**src/rtl/riscv_pkg.sv**
```systemverilog
`default_nettype none
// ============================================================================
//  Module      : riscv_pkg
//  Description : Shared definitions for the multicycle RISC-V control path:
//                FSM state enumeration, major opcodes, datapath mux/ALU
//                select encodings and the immediate-format decode helper.
//  Revision    : 1.0  initial release
// ============================================================================
package riscv_pkg;

    // Numeric values are visible on state_o, so they are fixed explicitly.
    typedef enum logic [3:0] {
        S_FETCH    = 4'd0,
        S_DECODE   = 4'd1,
        S_MEMADR   = 4'd2,
        S_MEMREAD  = 4'd3,
        S_MEMWB    = 4'd4,
        S_MEMWRITE = 4'd5,
        S_EXECUTER = 4'd6,
        S_ALUWB    = 4'd7,
        S_EXECUTEI = 4'd8,
        S_JAL      = 4'd9,
        S_BRANCH   = 4'd10
    } state_t;

    // Major opcodes
    localparam logic [6:0] c_op_load   = 7'b0000011;
    localparam logic [6:0] c_op_store  = 7'b0100011;
    localparam logic [6:0] c_op_rtype  = 7'b0110011;
    localparam logic [6:0] c_op_itype  = 7'b0010011;
    localparam logic [6:0] c_op_jal    = 7'b1101111;
    localparam logic [6:0] c_op_branch = 7'b1100011;

    // ALU operand A select
    localparam logic [1:0] c_srca_pc    = 2'b00;
    localparam logic [1:0] c_srca_oldpc = 2'b01;
    localparam logic [1:0] c_srca_rs1   = 2'b10;

    // ALU operand B select
    localparam logic [1:0] c_srcb_rs2   = 2'b00;
    localparam logic [1:0] c_srcb_imm   = 2'b01;
    localparam logic [1:0] c_srcb_four  = 2'b10;

    // Result select
    localparam logic [1:0] c_res_aluout    = 2'b00;
    localparam logic [1:0] c_res_data      = 2'b01;
    localparam logic [1:0] c_res_aluresult = 2'b10;

    // ALU operation class
    localparam logic [1:0] c_aluop_add   = 2'b00;
    localparam logic [1:0] c_aluop_sub   = 2'b01;
    localparam logic [1:0] c_aluop_funct = 2'b10;

    // Immediate format select
    localparam logic [1:0] c_imm_i = 2'b00;
    localparam logic [1:0] c_imm_s = 2'b01;
    localparam logic [1:0] c_imm_b = 2'b10;
    localparam logic [1:0] c_imm_j = 2'b11;

    // Immediate format depends only on the opcode, never on the FSM state.
    function automatic logic [1:0] imm_src_of(input logic [6:0] op);
        logic [1:0] r;
        case (op)
            c_op_store:  r = c_imm_s;
            c_op_branch: r = c_imm_b;
            c_op_jal:    r = c_imm_j;
            default:     r = c_imm_i;
        endcase
        return r;
    endfunction

endpackage
`default_nettype wire

```
**src/rtl/multicycle_controller.sv**
```systemverilog
`default_nettype none
// ============================================================================
//  Module      : multicycle_controller
//  Description : Moore-style main control FSM for a multicycle RISC-V core
//                (load, store, R/I ALU, jal, beq/bne). Decodes illegal
//                opcodes back to FETCH with a one-cycle illegal_op pulse.
//  Config      : MEM_WAIT_EN - when defined, FETCH/MEMREAD/MEMWRITE stall
//                on mem_ready and a WAIT_TIMEOUT watchdog raises a sticky
//                mem_err. When undefined, mem_ready is ignored and mem_err=0.
//  Ports       : clk, rst (sync, active-high)
//                opcode[6:0], funct3[2:0], zero, mem_ready  (inputs)
//                PCWrite, AdrSrc, MemRead, MemWrite, IRWrite, RegWrite,
//                illegal_op, mem_err                         (1-bit outputs)
//                ResultSrc, ALUSrcA, ALUSrcB, ALUOp, ImmSrc  (2-bit outputs)
//                state_o[3:0]                                (debug state)
//  Revision    : 1.0  initial release
// ============================================================================
module multicycle_controller
    import riscv_pkg::*;
#(
    parameter int WAIT_TIMEOUT = 16
) (
    input  logic       clk,
    input  logic       rst,
    input  logic [6:0] opcode,
    input  logic [2:0] funct3,
    input  logic       zero,
    input  logic       mem_ready,
    output logic       PCWrite,
    output logic       AdrSrc,
    output logic       MemRead,
    output logic       MemWrite,
    output logic       IRWrite,
    output logic       RegWrite,
    output logic       illegal_op,
    output logic       mem_err,
    output logic [1:0] ResultSrc,
    output logic [1:0] ALUSrcA,
    output logic [1:0] ALUSrcB,
    output logic [1:0] ALUOp,
    output logic [1:0] ImmSrc,
    output logic [3:0] state_o
);

    state_t     r_state;
    state_t     w_next;
    logic       w_pcwrite;
    logic       w_memread;
    logic       w_memwrite;
    logic       w_irwrite;
    logic       w_regwrite;
    logic       w_illegal;
    logic       w_hold;
    logic       w_timeout;
    logic       w_unused;

`ifdef MEM_WAIT_EN
    localparam int c_cnt_w = $clog2(WAIT_TIMEOUT + 1);

    logic [c_cnt_w-1:0] r_wait_cnt;
    logic               r_mem_err;

    // A stall is any memory-facing state whose handshake has not completed.
    assign w_hold = ((r_state == S_FETCH) || (r_state == S_MEMREAD) ||
                     (r_state == S_MEMWRITE)) && !mem_ready;
    // The current cycle is the WAIT_TIMEOUT-th consecutive wait cycle.
    assign w_timeout = w_hold && (r_wait_cnt == c_cnt_w'(WAIT_TIMEOUT - 1));

    always_ff @(posedge clk) begin
        if (rst) begin
            r_wait_cnt <= '0;
            r_mem_err  <= 1'b0;
        end else if (w_timeout) begin
            r_wait_cnt <= '0;
            r_mem_err  <= 1'b1;
        end else if (w_hold) begin
            r_wait_cnt <= r_wait_cnt + c_cnt_w'(1);
        end else begin
            r_wait_cnt <= '0;
        end
    end

    assign mem_err  = r_mem_err;
    assign w_unused = ^funct3[2:1];
`else
    assign w_hold    = 1'b0;
    assign w_timeout = 1'b0;
    assign mem_err   = 1'b0;
    assign w_unused  = ^{funct3[2:1], mem_ready, 32'(WAIT_TIMEOUT)};
`endif

    // State register
    always_ff @(posedge clk) begin
        if (rst) begin
            r_state <= S_FETCH;
        end else begin
            r_state <= w_next;
        end
    end

    // Next-state and per-state control decode
    always_comb begin
        w_next     = r_state;
        w_pcwrite  = 1'b0;
        w_memread  = 1'b0;
        w_memwrite = 1'b0;
        w_irwrite  = 1'b0;
        w_regwrite = 1'b0;
        w_illegal  = 1'b0;
        AdrSrc     = 1'b0;
        ResultSrc  = c_res_aluout;
        ALUSrcA    = c_srca_pc;
        ALUSrcB    = c_srcb_rs2;
        ALUOp      = c_aluop_add;

        case (r_state)
            S_FETCH: begin
                w_memread = 1'b1;
                w_irwrite = 1'b1;
                w_pcwrite = 1'b1;
                ALUSrcA   = c_srca_pc;
                ALUSrcB   = c_srcb_four;
                ResultSrc = c_res_aluresult;
                w_next    = S_DECODE;
            end
            S_DECODE: begin
                ALUSrcA = c_srca_oldpc;
                ALUSrcB = c_srcb_imm;
                case (opcode)
                    c_op_load,
                    c_op_store:  w_next = S_MEMADR;
                    c_op_rtype:  w_next = S_EXECUTER;
                    c_op_itype:  w_next = S_EXECUTEI;
                    c_op_jal:    w_next = S_JAL;
                    c_op_branch: w_next = S_BRANCH;
                    default: begin
                        w_illegal = 1'b1;
                        w_next    = S_FETCH;
                    end
                endcase
            end
            S_MEMADR: begin
                ALUSrcA = c_srca_rs1;
                ALUSrcB = c_srcb_imm;
                w_next  = (opcode == c_op_load) ? S_MEMREAD : S_MEMWRITE;
            end
            S_MEMREAD: begin
                AdrSrc    = 1'b1;
                w_memread = 1'b1;
                w_next    = S_MEMWB;
            end
            S_MEMWB: begin
                ResultSrc  = c_res_data;
                w_regwrite = 1'b1;
                w_next     = S_FETCH;
            end
            S_MEMWRITE: begin
                AdrSrc     = 1'b1;
                w_memwrite = 1'b1;
                w_next     = S_FETCH;
            end
            S_EXECUTER: begin
                ALUSrcA = c_srca_rs1;
                ALUSrcB = c_srcb_rs2;
                ALUOp   = c_aluop_funct;
                w_next  = S_ALUWB;
            end
            S_EXECUTEI: begin
                ALUSrcA = c_srca_rs1;
                ALUSrcB = c_srcb_imm;
                ALUOp   = c_aluop_funct;
                w_next  = S_ALUWB;
            end
            S_ALUWB: begin
                w_regwrite = 1'b1;
                w_next     = S_FETCH;
            end
            S_JAL: begin
                ALUSrcA   = c_srca_oldpc;
                ALUSrcB   = c_srcb_four;
                w_pcwrite = 1'b1;
                w_next    = S_ALUWB;
            end
            S_BRANCH: begin
                ALUSrcA   = c_srca_rs1;
                ALUSrcB   = c_srcb_rs2;
                ALUOp     = c_aluop_sub;
                // funct3[0] distinguishes bne (taken on !zero) from beq.
                w_pcwrite = zero ^ funct3[0];
                w_next    = S_FETCH;
            end
            default: begin
                w_next = S_FETCH;
            end
        endcase

        // While stalled, the memory strobe stays up but PC/IR updates wait
        // for the handshake; a watchdog expiry abandons the instruction.
        if (w_hold) begin
            w_pcwrite = 1'b0;
            w_irwrite = 1'b0;
            w_next    = w_timeout ? S_FETCH : r_state;
        end
    end

    // Strobes are suppressed during reset so FETCH cannot write while held.
    assign PCWrite    = w_pcwrite  & ~rst;
    assign MemRead    = w_memread  & ~rst;
    assign MemWrite   = w_memwrite & ~rst;
    assign IRWrite    = w_irwrite  & ~rst;
    assign RegWrite   = w_regwrite & ~rst;
    assign illegal_op = w_illegal  & ~rst;
    assign ImmSrc     = imm_src_of(opcode);
    assign state_o    = rst ? 4'd0 : 4'(r_state);

endmodule
`default_nettype wire

```
**config.mk**
```make
export PLATFORM = sky130hd
export DESIGN_NAME = multicycle_controller
export DESIGN_NICKNAME = d
export VERILOG_FILES = /design/src/rtl/riscv_pkg.sv /design/src/rtl/multicycle_controller.sv
export SDC_FILE = /design/constraint.sdc
export NUM_CORES = 1
export LEC_CHECK = 0
export CAP_MARGIN = 30
export CORE_MARGIN = 3
export CORE_UTILIZATION = 31
export CTS_CLUSTER_DIAMETER = 30
export CTS_CLUSTER_SIZE = 40
export DETAILED_ROUTE_END_ITERATION = 16
export PLACE_DENSITY = 0.83
export SLEW_MARGIN = 25
export SYNTH_ARGS = -nofsm -noshare
export SYNTH_HDL_FRONTEND = slang
export SYNTH_SLANG_ARGS = --single-unit
```
**constraint.sdc**
```tcl
create_clock -name clk -period 1.3 [get_ports clk]
set_clock_uncertainty 0.1 [all_clocks]
set_input_delay 0.13 -clock clk [delete_from_list [all_inputs] [get_ports clk]]
set_output_delay 0.13 -clock clk [all_outputs]
set_load 0.05 [all_outputs]
```
==> summary.md, run 1 <==
- run status: stopped before the end
- last stage the flow got to: detailed placement (3_5_place_dp)
- first logged error message: [ERROR DPL-0033] detailed placement checks failed during check placement.
- last weighted congestion value of the routability-driven placer: 0.832
- cell with the most instances after synthesis: sky130_fd_sc_hd__nor2_1
- port buffer count: 31
- final HPWL from detailed placement: 3.01 mm
- most used flip-flop cell after synthesis: sky130_fd_sc_hd__dfxtp_1
- top-level I/O count: 36
- Post-Synthesis Cell Area: 526 um2
- Seq cells post-synth: 4
- Mean Syn Cell Area: 6.57 um2
- cells after synthesis: 80
- Synth area leader: sky130_fd_sc_hd__dfxtp_1
- number of nets produced by synthesis: 94
- overall die height: 47.2 um
- die width: 47.2 um
- Synth area leaders: sky130_fd_sc_hd__dfxtp_1 15%, sky130_fd_sc_hd__xor2_1 6.7%, sky130_fd_sc_hd__nor2_1 6.4%
- Seq/Total Area, Yosys: 0.152
- Synth warnings: 0
- unique cell type count in the Yosys netlist: 37
- leading post-synthesis cells by instance count: 9 x sky130_fd_sc_hd__nor2_1, 6 x sky130_fd_sc_hd__clkbuf_1, 5 x sky130_fd_sc_hd__a21oi_1, 5 x sky130_fd_sc_hd__nand2_1, 5 x sky130_fd_sc_hd__nor3_1
- Post-synth EDFFs: 0
- share of async-settable or async-resettable flops after synthesis: 0
- initial core utilization: 0.337
- Synth top area share: 0.152
- Core Rows: 14
-- metrics by stage --
| stage | setup slack, ns | cells | hold WS, ns | TNS [ns] |
|---|---|---|---|---|
| 3_3_place_gp | -0.503 | 156 | 0.458 | -3.87 |
| 2_1_floorplan | -0.553 | 80 | 0.204 | -2.70 |
-- kinds of logic after synthesis --
| kind of cell | count (synthesis) | share of synthesized area |
|---|---|---|
| adder cells (fa/ha/maj) | 1 | 0.0190 |
| AO/OA/AOI/OAI | 18 | 0.257 |
| other | 1 | 0.00714 |
| buffers and inverters | 11 | 0.0881 |
| AND/OR/NAND/NOR | 41 | 0.410 |
| XOR/XNOR | 4 | 0.0667 |
| flip-flops | 4 | 0.152 |
==> run 2, diff against run 1 <==
--- a/config.mk
+++ b/config.mk
@@ -6,12 +6,10 @@
 export NUM_CORES = 1
 export LEC_CHECK = 0
 export CAP_MARGIN = 30
-export CORE_MARGIN = 3
-export CORE_UTILIZATION = 31
-export CTS_CLUSTER_DIAMETER = 30
-export CTS_CLUSTER_SIZE = 40
+export CORE_AREA = 3 3 64 66
 export DETAILED_ROUTE_END_ITERATION = 16
-export PLACE_DENSITY = 0.83
+export DIE_AREA = 0 0 67 69
+export PLACE_DENSITY_LB_ADDON = 0.15
 export SLEW_MARGIN = 25
 export SYNTH_ARGS = -nofsm -noshare
 export SYNTH_HDL_FRONTEND = slang
==> constraint.sdc (replaced) <==
create_clock -name clk -period 1.7 [get_ports clk]
set_clock_uncertainty 0.1 [all_clocks]
set_input_delay 0.17 -clock clk [delete_from_list [all_inputs] [get_ports clk]]
set_output_delay 0.17 -clock clk [all_outputs]
set_load 0.05 [all_outputs]
==> run 2 against run 1 <==
Synthesized cell count stayed put. The run now ends clean. Area after synthesis did not move.
==> summary.md, run 2 <==
- Reg with most FFs: r_state
- routed wire length on met2: 1.12 mm
- insertion delay of the later-clocked pin in the worst-skew pair: 0.21 ns
- global-route usage over all layers: 0.101
- diode insertion count for antenna repair: 0
- Top Registers: r_state (4)
- port buffer count: 31, unchanged
- die width: 67 um, +42%
- switching power summed over all nets: 206 uW
- depth of the worst register-to-register path: 3
- arrival time of the worst setup path: 1.38 ns
- Final Hold Viols: 0
- cell internal power dissipation: 400 uW
- Seq cells post-synth: 4, unchanged
- share of power burned in registers: 0.171
- post-DR vias/cell: 4.38
- Final Cycle Share: 0.969
- smallest hold slack: 0.430 ns
- metal3 WL: 142 um
- worst-case clock buffer depth: 2
- most used flip-flop cell after synthesis: sky130_fd_sc_hd__dfxtp_1
- reg-to-reg critical path endpoint: r_state[2]
- Post-Synthesis Cell Area: 526 um2, unchanged
- Synth area leader: sky130_fd_sc_hd__dfxtp_1
- type of origin of the critical path: input pin
- Core Rows: 22, +8
- TritonCTS clock tree: built
- Post-synth EDFFs: 0, unchanged
- unique cell type count in the Yosys netlist: 37, unchanged
- overall die height: 69 um, +46%
- share of async-settable or async-resettable flops after synthesis: 0, unchanged
- Seq/Total Area, Yosys: 0.152, unchanged
- final setup fails: 0
- setup slack of the most critical reg-to-reg path: 0.25 ns
- part of the power in the clock network: 0.323
- master cell of the clock root buffer: sky130_fd_sc_hd__clkbuf_8
- global route overflow: 0
- final HPWL from detailed placement: 1.80 mm, -40%
- crit path cell chain: clkdlybuf4s15_1 > nand2b_4 > or3_4 > or2_4 > o41ai_4 > buf_12
- routed length per instance: 12.0 um
- cell at the slowest stage of the critical path: sky130_fd_sc_hd__or3_4
- count of hold-fix buffers inserted at cts: 0
- Comb pwr share: 0.506
- number of global-route vias before repair: 820
- share of post-route cells with drive strength above 1: 0.612
- H-tree depth: 1
- placeable core region: 0.00363 mm2
- VDD IR max: 305 uV
- iteration-0 DRC count of the detailed router: 13
- total leakage power: 0.000630 uW
- max reg flops: 4
- launch point of the worst reg-to-reg path: r_state[1]
- worst endpoint required time: 1.43 ns
- count of final max-slew check failures: 0
- number of nets in the layout: 150
- clock slew seen by the registers of the worst setup and hold paths: 0.03 ns
- number of remaining DRC errors: 0
- antenna-violating nets left: 0
- type of the worst setup path: in2out
- first-pass GRT wire length: 3.73 mm
- setup repair after global routing missed its margin: yes
- number of nets produced by synthesis: 94, unchanged
- maximum number of pins on one net before global-route repair: 13
- Mean Syn Cell Area: 6.57 um2, unchanged
- Synth top area share: 0.152, unchanged
- Layout Area Growth over Synthesis: 185%
- net switching share of the total power: 0.341
- most frequent cells in the layout: 26 x sky130_fd_sc_hd__buf_4, 21 x sky130_fd_sc_hd__buf_12, 6 x sky130_fd_sc_hd__dlygate4sd2_1
- clock period minus final worst setup slack: 1.65 ns
- Setup crit end: ImmSrc[0]
- last weighted congestion value of the routability-driven placer: 0.806, -3.1%
- top-level I/O count: 36, unchanged
- run status: finished clean
- wire length reported by the detailed router: 2.18 mm
- startpoint of the most critical setup path: opcode[4]
- Synth warnings: 0, unchanged
- initial core utilization: 0.145, -0.192
- Initial DRT Pass Iterations: 4
- count of maximum capacitance violations: 0
- kind of capture point of the worst setup path: output pin
- power density relative to cell area: 405 mW/mm2
- total die area: 0.00462 mm2
- cell count of the worst hold path: 4
- cells after synthesis: 80, unchanged
- biggest cell delay along the critical path: 0.38 ns
- maximum clock frequency: 607 MHz
- number of antenna violations at the first check in global routing: 0
- number of buffers added by the clock tree synthesis step: 3
- cell with the most instances after synthesis: sky130_fd_sc_hd__nor2_1
- Top Layer Used: met3
- Hold Path Class: in2reg
- most frequent standard cell in the layout excluding fill and tap cells: sky130_fd_sc_hd__buf_4
- leading post-synthesis cells by instance count: 9 x sky130_fd_sc_hd__nor2_1, 6 x sky130_fd_sc_hd__clkbuf_1, 5 x sky130_fd_sc_hd__a21oi_1, 5 x sky130_fd_sc_hd__nand2_1, 5 x sky130_fd_sc_hd__nor3_1
- # clock sinks: 4
- met1 layer wirelength in the final routing: 912 um
- Synth area leaders: sky130_fd_sc_hd__dfxtp_1 15%, sky130_fd_sc_hd__xor2_1 6.7%, sky130_fd_sc_hd__nor2_1 6.4%
- maximum fanout along the worst path: 2
- vias after detailed routing: 798
- setup TNS: 0 ns
-- run 2: cell counts after synthesis --
No cell type changed its count.
-- run 2: how the worst min path moves through the flow --
stage,start,to,slack [ns]
CTS,opcode[4],r_state[2],0.42
global route,opcode[4],r_state[2],0.47
global placement,r_state[2],r_state[2],0.55
detailed placement,r_state[2],r_state[2],0.56
finish,opcode[4],r_state[2],0.43
floorplan,rst,r_state[1],0.25
-- run 2: routing by layer --
metal  global-route usage  vias up
met5                    0        -
met4               0.0135        0
met3               0.0261        0
met2                0.183       30
met1                0.118      371
li1                     -      397
-- run 2: worst max-delay path, delay by kind of cell --
kind	cells	cell delay, ns
and+or+nand+nor	3	0.78
buffers and inverters	2	0.36
AOI/OAI and AO/OA	1	0.06
-- run 2: final cells by class --
class | instances | area (um2)
Clock buffer | 3 | 41.3
Fill cell | 380 | 2140
Inverter | 3 | 11.3
Multi-Input combinational cell | 65 | 569
Sequential cell | 4 | 85.1
Tap cell | 48 | 60.1
Timing Repair Buffer | 59 | 731
-- run 2: logic make-up (layout without fill, tap and decap cells) --
family                   after synthesis  count (layout)  synth area share
flip-flops                             4               4             0.152
adder cells (fa/ha/maj)                1               1            0.0190
AND/OR/NAND/NOR                       41              41             0.410
buffers and inverters                 11              65            0.0881
AO/OA/AOI/OAI                         18              18             0.257
other                                  1               1           0.00714
XOR/XNOR                               4               4            0.0667
-- run 2: through the flow --
step / setup slack (ns) / utilization / total power, uW / instance area, um2 / std cells
3_3_place_gp: -0.188 / 0.377 / 400 / 1370 / 175
4_1_cts: 0.0277 / 0.406 / 615 / 1480 / 181
6_report: 0.0521 / 0.412 / 606 / 1500 / 182
2_1_floorplan: -0.259 / - / 246 / 658 / 80
3_5_place_dp: -0.227 / 0.377 / 403 / 1370 / 175
5_1_grt: -0.0219 / 0.412 / 640 / 1500 / 182
-- run 2: power by group through the flow --
stage	logic [uW]	registers [uW]	clock network, uW
6_report	307	103	196
3_3_place_gp	296	104	0
2_1_floorplan	147	98.9	0
5_1_grt	325	104	211
3_5_place_dp	299	104	0
4_1_cts	309	103	203
-- run 2: repair_timing --
action	in CTS	in global routing
gates resized for setup	21	4
pin swaps	6	2
setup buffers	3	1
endpoints found under the setup margin	10	4
Note: power is estimated with default switching activity, not from simulation.
